--- config.mk ---
export PLATFORM = sky130hd
export DESIGN_NAME = dma_dev_port
export DESIGN_NICKNAME = d
export VERILOG_FILES = /design/src/rtl/dma_dev_port_pkg.sv /design/src/rtl/dma_dev_skid.sv /design/src/rtl/dma_dev_port.sv
export SDC_FILE = /design/constraint.sdc
export NUM_CORES = 1
export LEC_CHECK = 0
export ABC_AREA = 1
export CAP_MARGIN = 20
export CORE_ASPECT_RATIO = 2
export CORE_MARGIN = 1
export CORE_UTILIZATION = 30
export CTS_BUF_LIST = sky130_fd_sc_hd__clkbuf_16
export CTS_CLUSTER_SIZE = 20
export DETAILED_ROUTE_END_ITERATION = 16
export SYNTH_ARGS = -nofsm -noshare
export SYNTH_HDL_FRONTEND = slang
export SYNTH_HIERARCHICAL = 1
export SYNTH_SLANG_ARGS = --single-unit
--- constraint.sdc ---
create_clock -name clk -period 2.1 [get_ports clk]
set_input_delay 0.525 -clock clk [delete_from_list [all_inputs] [get_ports clk]]
set_output_delay 0.525 -clock clk [all_outputs]
set_load 0.03 [all_outputs]
--- src/rtl/dma_dev_port_pkg.sv ---
// Shared definitions for the DMA device-side bridge.
// Holds the bridge FSM state encoding and the transfer direction constants.
package dma_dev_port_pkg;

  typedef enum logic [2:0] {
    StIdle  = 3'd0,
    StReq   = 3'd1,
    StXfer  = 3'd2,
    StDrain = 3'd3,
    StDone  = 3'd4
  } state_e;

  localparam logic RD = 1'b1;  // memory -> device
  localparam logic WR = 1'b0;  // device -> memory

endpackage

--- src/rtl/dma_dev_skid.sv ---
// Two-entry skid FIFO for read-direction data heading to the peripheral.
// Ports:
//   clk, reset          clock, asynchronous active-high reset
//   push, push_data     write side (ignored while full)
//   pop                 read side (ignored while empty)
//   pop_data            head entry, registered storage
//   full, empty         occupancy flags
module dma_dev_skid #(
  parameter int unsigned DATA_LEN = 16
) (
  input  logic                clk,
  input  logic                reset,
  input  logic                push,
  input  logic [DATA_LEN-1:0] push_data,
  input  logic                pop,
  output logic [DATA_LEN-1:0] pop_data,
  output logic                full,
  output logic                empty
);

  logic [DATA_LEN-1:0] mem_q [2];
  logic                wr_ptr_q, rd_ptr_q;
  logic [1:0]          cnt_q;
  logic                do_push, do_pop;

  assign full     = (cnt_q == 2'd2);
  assign empty    = (cnt_q == 2'd0);
  assign do_push  = push && !full;
  assign do_pop   = pop && !empty;
  assign pop_data = mem_q[rd_ptr_q];

  always_ff @(posedge clk or posedge reset) begin
    if (reset) begin
      mem_q[0] <= '0;
      mem_q[1] <= '0;
      wr_ptr_q <= 1'b0;
      rd_ptr_q <= 1'b0;
      cnt_q    <= 2'd0;
    end else begin
      if (do_push) begin
        mem_q[wr_ptr_q] <= push_data;
        wr_ptr_q        <= ~wr_ptr_q;
      end
      if (do_pop) begin
        rd_ptr_q <= ~rd_ptr_q;
      end
      cnt_q <= cnt_q + {1'b0, do_push} - {1'b0, do_pop};
    end
  end

endmodule

--- src/rtl/dma_dev_port.sv ---
// Device-side bridge for the DMA controller.
// Accepts one transfer command, pulses rqst to the controller, then runs the
// dev_ack/dma_ack word handshake, exposing it as a valid/ready source stream
// (write direction) or sink stream (read direction, via a 2-entry skid FIFO).
// Reports completion (done), short transfers (err_short) and timeouts (err_tmo).
// Optional feature: define DMA_DEV_TIMEOUT_EN to enable the stall timeout;
// otherwise err_tmo is tied 0 and the block waits indefinitely.
// Ports:
//   clk, reset                         clock, asynchronous active-high reset
//   cmd_valid/cmd_ready, cmd_addr,
//   cmd_len, cmd_rd                    peripheral command
//   src_data/src_valid/src_ready       write-direction stream in
//   snk_data/snk_valid/snk_ready       read-direction stream out
//   num_words, start_addr, rd_wr, rqst controller command
//   dev_ack, dev_in                    controller data handshake (to ctrl)
//   dma_ack, dev_out, end_flag         controller responses
//   done, err_short, err_tmo, xfer_cnt status
module dma_dev_port
  import dma_dev_port_pkg::*;
#(
  parameter int unsigned ADD_LEN  = 16,
  parameter int unsigned DATA_LEN = 16,
  parameter int unsigned TMO_W    = 8
) (
  input  logic                clk,
  input  logic                reset,
  input  logic                cmd_valid,
  output logic                cmd_ready,
  input  logic [ADD_LEN:0]    cmd_addr,
  input  logic [ADD_LEN-1:0]  cmd_len,
  input  logic                cmd_rd,
  input  logic [DATA_LEN-1:0] src_data,
  input  logic                src_valid,
  output logic                src_ready,
  output logic [DATA_LEN-1:0] snk_data,
  output logic                snk_valid,
  input  logic                snk_ready,
  output logic [ADD_LEN-1:0]  num_words,
  output logic [ADD_LEN:0]    start_addr,
  output logic                rd_wr,
  output logic                rqst,
  output logic                dev_ack,
  output logic [DATA_LEN-1:0] dev_in,
  input  logic                dma_ack,
  input  logic [DATA_LEN-1:0] dev_out,
  input  logic                end_flag,
  output logic                done,
  output logic                err_short,
  output logic                err_tmo,
  output logic [ADD_LEN-1:0]  xfer_cnt
);

  state_e              state_q, state_d;
  logic [ADD_LEN:0]    addr_q;
  logic [ADD_LEN-1:0]  len_q;
  logic                rd_q;
  logic [ADD_LEN-1:0]  xfer_cnt_q, xfer_cnt_d;
  logic                err_short_q, err_short_d;
  logic                cmd_load;
  logic                in_xfer;
  logic                xfer_hs;
  logic                tmo_hit;
  logic                skid_full, skid_empty;

  assign start_addr = addr_q;
  assign num_words  = len_q;
  assign rd_wr      = rd_q;
  assign xfer_cnt   = xfer_cnt_q;
  assign err_short  = err_short_q;

  // Handshake decode kept outside the FSM process so the timeout logic can
  // observe it without forming a combinational loop through the FSM.
  assign in_xfer   = (state_q == StXfer);
  assign dev_ack   = in_xfer && ((rd_q == RD) ? !skid_full : src_valid);
  assign xfer_hs   = dev_ack && dma_ack;
  assign dev_in    = (in_xfer && (rd_q == WR)) ? src_data : '0;
  assign src_ready = in_xfer && (rd_q == WR) && dma_ack;
  assign snk_valid = !skid_empty;

  dma_dev_skid #(
    .DATA_LEN (DATA_LEN)
  ) u_skid (
    .clk       (clk),
    .reset     (reset),
    .push      (xfer_hs && (rd_q == RD)),
    .push_data (dev_out),
    .pop       (snk_ready),
    .pop_data  (snk_data),
    .full      (skid_full),
    .empty     (skid_empty)
  );

`ifdef DMA_DEV_TIMEOUT_EN
  logic [TMO_W-1:0] tmo_q, tmo_d;
  logic             err_tmo_q;

  // Counts stalled cycles (dev_ack without dma_ack); any progress restarts it.
  always_comb begin
    tmo_d   = '0;
    tmo_hit = 1'b0;
    if (state_q == StReq || state_q == StXfer) begin
      tmo_d = tmo_q;
      if (xfer_hs || end_flag) begin
        tmo_d = '0;
      end else if (dev_ack && !dma_ack) begin
        tmo_d   = tmo_q + 1'b1;
        tmo_hit = (tmo_d == '1);
      end
    end
  end

  always_ff @(posedge clk or posedge reset) begin
    if (reset) begin
      tmo_q     <= '0;
      err_tmo_q <= 1'b0;
    end else begin
      tmo_q <= tmo_d;
      if (cmd_load) begin
        err_tmo_q <= 1'b0;
      end else if (tmo_hit) begin
        err_tmo_q <= 1'b1;
      end
    end
  end

  assign err_tmo = err_tmo_q;
`else
  logic [TMO_W-1:0] unused_tmo;
  assign unused_tmo = '0;
  assign tmo_hit    = 1'b0;
  assign err_tmo    = 1'b0;
`endif

  always_comb begin
    state_d     = state_q;
    cmd_ready   = 1'b0;
    rqst        = 1'b0;
    done        = 1'b0;
    cmd_load    = 1'b0;
    xfer_cnt_d  = xfer_cnt_q;
    err_short_d = err_short_q;
    unique case (state_q)
      StIdle: begin
        cmd_ready = 1'b1;
        if (cmd_valid) begin
          cmd_load    = 1'b1;
          xfer_cnt_d  = '0;
          err_short_d = 1'b0;
          state_d     = StReq;
        end
      end
      StReq: begin
        rqst    = 1'b1;
        state_d = end_flag ? StDrain : StXfer;
      end
      StXfer: begin
        // A word arriving with end_flag is counted before the DRAIN check.
        if (xfer_hs && (xfer_cnt_q != '1)) begin
          xfer_cnt_d = xfer_cnt_q + 1'b1;
        end
        if (end_flag || tmo_hit) begin
          state_d = StDrain;
        end
      end
      StDrain: begin
        if (skid_empty) begin
          if (xfer_cnt_q != len_q) begin
            err_short_d = 1'b1;
          end
          state_d = StDone;
        end
      end
      StDone: begin
        done    = 1'b1;
        state_d = StIdle;
      end
      default: state_d = StIdle;
    endcase
  end

  always_ff @(posedge clk or posedge reset) begin
    if (reset) begin
      state_q     <= StIdle;
      addr_q      <= '0;
      len_q       <= '0;
      rd_q        <= WR;
      xfer_cnt_q  <= '0;
      err_short_q <= 1'b0;
    end else begin
      state_q     <= state_d;
      xfer_cnt_q  <= xfer_cnt_d;
      err_short_q <= err_short_d;
      if (cmd_load) begin
        addr_q <= cmd_addr;
        len_q  <= cmd_len;
        rd_q   <= cmd_rd;
      end
    end
  end

endmodule

==> results of run 1 <==
==> metrics by stage <==
stage	cell area, µm²	TNS (ns)	hold slack [ns]
floorplan	4910	-0.108	0.442
global placement	6750	-4.37	0.455
detailed placement	6750	-5.17	0.459
CTS	7150	0	0.476
global route	7180	-0.0291	0.495
finish	7180	0	0.471
==> final timing paths <==
kind | from | end | cells past startpoint
worst max register to register | state_q[0] | u_skid/cnt_q[1] | 13
worst min register to register | u_skid/mem_q[22] | u_skid/mem_q[22] | 2
worst min-delay path | u_skid/mem_q[22] | u_skid/mem_q[22] | 2
min in group asynchronous | reset | num_words[2] | 2
max in group asynchronous | reset | u_skid/mem_q[4] | 3
worst max-delay path | xfer_cnt[5] | xfer_cnt[5] | 1
==> power breakdown <==
group / total [mW] / switching [mW] / internal, mW
logic: 5.29 / 3.33 / 1.96
clock network: 2.00 / 0.713 / 1.29
registers: 2.80 / 0.439 / 2.37
==> placed cells by master (no fill, tap or decap), drive strengths merged, types with 3 or more instances in the layout <==
master and count:
inv 76, nor2 66, clkdlybuf4s50 119, clkbuf 11
nand2 317, ha 3, nand4 38, o21ai 23
bufinv 4, a21oi 7, dfrtp 90, nand3 23
buf 65
==> sequential cells by signal (all words and copies together), names as in the netlist <==
signal / cells
u_skid/mem_q: 32
start_addr: 17
num_words: 16
xfer_cnt: 16
state_q: 3
u_skid/cnt_q: 2
err_short: 1
rd_wr: 1
u_skid/rd_ptr_q: 1
u_skid/wr_ptr_q: 1
==> metal layers <==
layer | global-route usage [%] | vias to the layer above | share of wire (%)
met5 | 0 | - | 0
met4 | 7.69 | 0 | 3.0
met3 | 2.21 | 23 | 3.4
met2 | 35.7 | 120 | 57
met1 | 19.6 | 2262 | 37
li1 | - | 2436 | -
==> what timing repair did <==
item | 4_1_cts | 5_1_grt
setup endpoints to repair | 22 | 22
gates resized for setup | 14 | 15
pin swaps | 2 | 0
setup buffers | 3 | 1
cloned | 1 | 0
==> final cells by class <==
class                      instances  share of cell area (%)
tap                              201                    3.50
inverter                          75                    4.10
timing repair buffer             191                    25.3
multi-input combinational        486                    30.6
sequential                        90                    31.4
clock buffer                       9                    3.14
clock inverter                     6                    1.93
==> kinds of logic after synthesis <==
kind of cell | synth area share (%)
AND/OR/NAND/NOR | 38.9
adder cells (fa/ha/maj) | 0.771
other | 0.0770
XOR/XNOR | 0.180
flip-flops | 46.3
buffers and inverters | 9.87
AO/OA/AOI/OAI | 3.91
==> results.md, run 1 <==
- The height of the die is roughly 180 µm.
- The maximum cell stage delay along the critical path is between 0.7 and 0.8 ns.
- The signal on the critical path passes through clkdlybuf4s50_1.
- The total congestion overflow after global routing is 0.
- The antenna diode count is 0.
- Ranked by total cell area, the synthesized netlist is headed by dfrtp_1 46%, nand2_1 24%, inv_1 5.4%, nand4_1 4.9%, nor2_1 4.7%.
- The number of antenna violations at the first check in global routing is 0.
- Of all cell types, the one taking the most synthesized area is dfrtp_1.
- The worst-case vdd ir drop is roughly 0.88 mV.
- The total count of max-transition violations in the final report is 0.
- TritonCTS built the clock tree.
- The area of the die is 16800 µm².
- Using the TritonRoute via totals, the vias-per-cell ratio works out to about 4.6.
- The global-route wire length before repair is 23.9 mm.
- The cell with the largest stage delay on the worst path is clkdlybuf4s50_1.
- After clock tree synthesis, the clock-pin slew on the worst setup and hold paths is 0.07 ns.
- The cell area after technology mapping is 4870 µm².
- The multi-input combinational cells in the finished layout cover a total of 2200 µm².
- The top-area cell type share of the netlist area is 46.3%.
- By count the netlist is led by 312 x nand2_1, 90 x dfrtp_1, 70 x inv_1.
- Timing would allow up to between 0.4 and 0.5 GHz.
- The cell family contributing the most delay on the critical path is buffers and inverters.
- The number of nets produced by synthesis is 755.
- Measured along the x axis, the die boundary spans 92.1 µm.
- The critical path class is register to output port.
- The overall power after layout is 10.1 mW.
- The fraction of final layout cells with drive strength greater than 1 is 13.8%.
- Setup slack closes at 0.0359 ns.
- The detailed placer's ending HPWL is 11.4 mm.
- The final count of negative-setup-slack endpoints is 0.
- The number of cell rows is 65.
- The post-detailed-route wirelength per cell is 14.3 µm.
- The via count of the first global-routing pass is 4618.
- The worst clock skew is ~0.0043 ns.
- The final-report hold violation count is 0.
- The congestion estimate from routability-driven global placement came to roughly 0.9.
- In this run the deepest clock path goes through 2 buffers.
- The sequential cell area is 2250 µm².
- The H-tree was split into 3 levels.
- The run finished with clean final reports.
- For this run, the leading register cell type out of synthesis is dfrtp_1.
- In this run, post-CTS hold repair placed 0 buffers.
- The number of different library cells used by synthesis comes to 29.
- Compared with the post-synthesis result, the final layout area differs by 47.4%.
- The min-delay analysis places its worst path in the category register to register.
- Counting flops with an async set or reset pin after synthesis yields a share of 100%.
- The final core utilization is a little under half.
- Dividing total power by cell area gives a power density of 1410 nW/µm².
- STA puts the critical path data required time at 1.57 ns.
- The total CTS buffers is 9.
- In this run the static leakage power is 3.70 nW.
- The number of register bits inferred by synthesis is 90.
- The maximum number of pins on one net before global-route repair is 51.
- The via total after detailed routing is 4841.
- The wire length reported by the detailed router is about 15 mm.
- In this run the worst path has a maximum fanout of 7.
- The register-to-register path setup slack is ~0.19 ns.
- The number of max-cap violations is 0.
- The number of flops mapped to enable cells by yosys is 0.
- The combined buffer and inverter count along the critical path is 1.
- The tree is rooted in a clkbuf_16.
- Fill cells in the final layout number 1593.
- STA classifies the critical path endpoint as an output port.
- Data arrives at the worst endpoint at 1.54 ns.
- Of the synthesized area, sequential elements account for 46.3%.
- Clock tree synthesis found a total of 90 sinks.
- The total routing usage reported by global routing is 18.4%.
- The clock latency reported for the late side of the worst-skew pair is 0.34 ns.
- The count of buffers inserted at the top-level ports is 161.
- Leaving out filler cells and counting taps, the final layout contains 1058.
- The cell count after synthesis is between 600 and 700.
- The period utilization is a little over nine tenths.
- The net count of the finished layout is 929.
- The initial standard-cell utilization of the core is 30.9%.
- The DRC violation total after the first TritonRoute iteration is 127.
- STA classifies the critical path startpoint as a register.
- The most instantiated library cell after synthesis is nand2_1.
- The count of nets left with antenna violations once routing finished came out at 0.
- The time the worst path needs with I/O delays and setup is 2.06 ns.
- The iteration count of the initial detailed-routing pass is 4.
- Counting tap cells, the placed design contains a total of just over 1000 instances.
- During synthesis, Yosys emitted a total of 6 warnings.
- Setup repair after global routing could not meet its margin everywhere.
- The average cell area after synthesis is 7.17 µm².
- The boundary pin count is roughly 160.
- After detailed routing, the number of remaining DRC violations is 0.
- The core region is 15800 µm².
- Timing analysis after detailed placement gives a worst setup slack of -0.169 ns.
(Power assumes the default switching activity.)
==> run 2: changes to the inputs <==
CTS_BUF_LIST = sky130_fd_sc_hd__clkbuf_8 sky130_fd_sc_hd__clkbuf_16   (was sky130_fd_sc_hd__clkbuf_16)
GPL_ROUTABILITY_DRIVEN = 1   (was unset)
==> results of run 2 <==
No change in the layout: final DEF, timing and power equal those of run 1.
==> run 3: changes to the inputs <==
clock period = 2.6 ns   (was 2.1 ns; I/O delays follow)
==> run 3 against run 2 <==
Net effect:
- clock skew up 0.0037 ns
- die area unchanged
- final cell count is 1.5% lower
- via count is 3.2% lower
- worst hold slack is essentially flat
- combinational power down 23%
- count of clock-buffer cells in the layout grew 1
- wire length shrank 6.0%
- critical path depth up 1
- flip-flop and latch count did not move
- register-to-register slack improved by 0.52 ns
- final area fell by 3.0%
==> results.md, run 3 (same netlist as run 1, synthesis figures left out) <==
- The data required time at the worst endpoint is 1.95 ns (was 1.57 ns).
- The arrival time at the worst endpoint is 1.86 ns (was 1.54 ns).
- The width of the die is 92.1 µm (unchanged).
- The period utilization is ~96%.
- The number of vias per cell after detailed routing came to 4.50 (was 4.58).
- The sequential cell area came to 2250 µm² (unchanged).
- The static leakage power is 3.51 nW (was 3.70 nW).
- The area of combinational cells with multiple inputs is 2140 µm² (was 2200 µm²).
- The total count of max-transition violations in the final report is 0 (unchanged).
- The critical path class was register to output port (unchanged).
- The via count of the first global-routing pass is 4596 (was 4618).
- The height of the die was 182 µm (unchanged).
- The boundary pin count came to 163 (unchanged).
- The count of buffers inserted at the top-level ports is 161 (unchanged).
- The global-route wire length before repair is 23.1 mm (was 23.9 mm).
- The flip-flop count of the largest register, all copies and words added is 32 (unchanged).
- The initial standard-cell utilization of the core was 30.9% (unchanged).
- The number of H-tree branching levels is 3 (unchanged).
- Status: finished, final reports clean (unchanged).
- The remaining routing DRC violations is 0 (unchanged).
- The layout filler cell count is 1627 (was 1593).
- The number of max-cap violations was 0 (unchanged).
- The wire length reported by the detailed router is 14.3 mm (was 15.2 mm).
- The clock latency reported for the late side of the worst-skew pair is 0.34 ns (about the same).
- The post-detailed-route wirelength per cell came to 13.7 µm (was 14.3 µm).
- The number of cells on the worst reg-to-reg path is 12 (was 13).
- The worst-case clock buffer depth was 2 (unchanged).
- The kind of end point of the critical path is an output port (unchanged).
- The final hold slack is 0.471 ns (about the same).
- The final-layout setup total negative slack was 0 ns (unchanged).
- The highest attainable clock frequency is 0.399 GHz.
- The antenna diode count was 0 (unchanged).
- The area of the die is 16800 µm² (unchanged).
- The worst-case vdd ir drop is 0.511 mV (was 0.878 mV).
- The root buffer cell is clkbuf_16 (unchanged).
- The fraction of final layout cells with drive strength greater than 1 came to 8.44% (was 13.8%).
- The clock tree from TritonCTS is yes (unchanged).
- The DRC violation total after the first TritonRoute iteration came to 107 (was 127).
- The cell area power density is 1110 nW/µm² (was 1410 nW/µm²).
- The total CTS buffers came to 9 (unchanged).
- The clock transition at the registers of the reported paths is 0.07 ns (about the same).
- The number of antenna violations at the first check in global routing is 0 (unchanged).
- The final count of negative-setup-slack endpoints was 0 (unchanged).
- The most common cell after layout, fill and taps aside is nand2_1 (unchanged).
- The area growth from synthesis to layout came to 43.0% (was 47.4%).
- The number of buffers added for setup after CTS is 0 (was 3).
- The total congestion overflow after global routing was 0 (unchanged).
- The largest register by flop count is u_skid/mem_q (unchanged).
- The cell depth of the worst hold path was 2 (unchanged).
- The overall power after layout is 7.73 mW (was 10.1 mW).
- The post-placement cell count came to 1026 (was 1038).
- The biggest fanout along the worst timing path is 6 (was 7).
- The iteration count of the initial detailed-routing pass was 4 (unchanged).
- The maximum number of pins on one net before global-route repair was 55 (was 51).
- The worst clock skew is 0.00795 ns (was 0.00425 ns).
- The final estimated routing congestion in global placement is 0.800 (was 0.898).
- The area of the placeable core was 15800 µm² (unchanged).
- The non-filler instance count after layout is 1042 (was 1058).
- The number of cell rows is 65 (unchanged).
- The number of nets in the layout is 912 (was 929).
- The total number of clock tree sinks is 90 (unchanged).
- The total routing usage reported by global routing is 17.8% (was 18.4%).
- Setup repair after global routing missed its margin: false (was true).
- Most frequent cells in the layout: 312 x nand2_1, 140 x clkdlybuf4s50_1, 89 x dfrtp_1 (was 310 x nand2_1, 119 x clkdlybuf4s50_1, 89 x dfrtp_1).
- The final antenna-violating net count is 0 (unchanged).
- The final-report hold violation count is 0 (unchanged).
- The kind of start point of the critical path is a register (unchanged).
- The time the worst path needs with I/O delays and setup is 2.51 ns.
- The class of the worst hold path is register to register (unchanged).
- The detailed placer's ending HPWL is 10.6 mm (was 11.4 mm).
- The via total after detailed routing is 4688 (was 4841).
- The register-to-register path setup slack came to 0.71 ns (was 0.19 ns).
## run 3: changes by cell type in the layout (fill, tap and decap cells not counted), moves of 3 or more
cell             change
inv_2                -4
buf_6                -4
buf_4               -27
nor2_1               +5
bufinv_16            -3
inv_1                +3
clkdlybuf4s50_1     +21
nor2_2               -4
## run 3: per-stage QoR
stage	worst slack (ns)	utilization, %	instance area (µm²)
floorplan	0.284	-	4870
global placement	0.183	42.2	6650
detailed placement	0.170	42.2	6650
CTS	0.0160	44.2	6970
global route	0.00337	44.1	6960
finish	0.0946	44.1	6960
## run 3: path summary, 6_finish.rpt
path                                  startpoint               end
worst min-delay path            u_skid/mem_q[14]  u_skid/mem_q[14]
worst min register to register  u_skid/mem_q[14]  u_skid/mem_q[14]
max in group asynchronous                  reset   u_skid/mem_q[5]
worst max register to register        state_q[0]   u_skid/cnt_q[1]
min in group asynchronous                  reset     num_words[14]
worst max-delay path                  state_q[1]              done
## run 3: layout make-up
cell class                 count  share of cell area [%]
sequential                    90                    32.4
multi-input combinational    486                    30.7
timing repair buffer         174                    24.6
inverter                      75                    4.24
tap                          201                    3.61
clock buffer                  10                    3.43
clock inverter                 6                    1.04
## run 3: power breakdown
| part | total, mW | leakage, nW | internal (mW) | switching, mW |
|---|---|---|---|---|
| sequential | 2.28 | 1.17 | 1.91 | 0.374 |
| clock | 1.37 | 0.150 | 0.782 | 0.583 |
| combinational | 4.08 | 2.20 | 1.51 | 2.58 |
## run 3: critical path, stage by stage (launching register included)
cell and delay [ns]:
dfrtp_1 0.48, nor3_1 0.31, clkdlybuf4s50_1 0.72
## run 3: routing by layer
layer | up-vias | part of all wire, % | global-route usage (%)
met5 | - | 0 | 0
met4 | 0 | 2.3 | 7.25
met3 | 19 | 4.4 | 3.38
met2 | 122 | 56 | 33.7
met1 | 2132 | 37 | 18.7
li1 | 2415 | - | -
## run 3: timing repair
| action | CTS | global route |
|---|---|---|
| setup endpoints to repair | 1 | 26 |
| resized for setup | 2 | 3 |
| hold buffers | 0 | 0 |
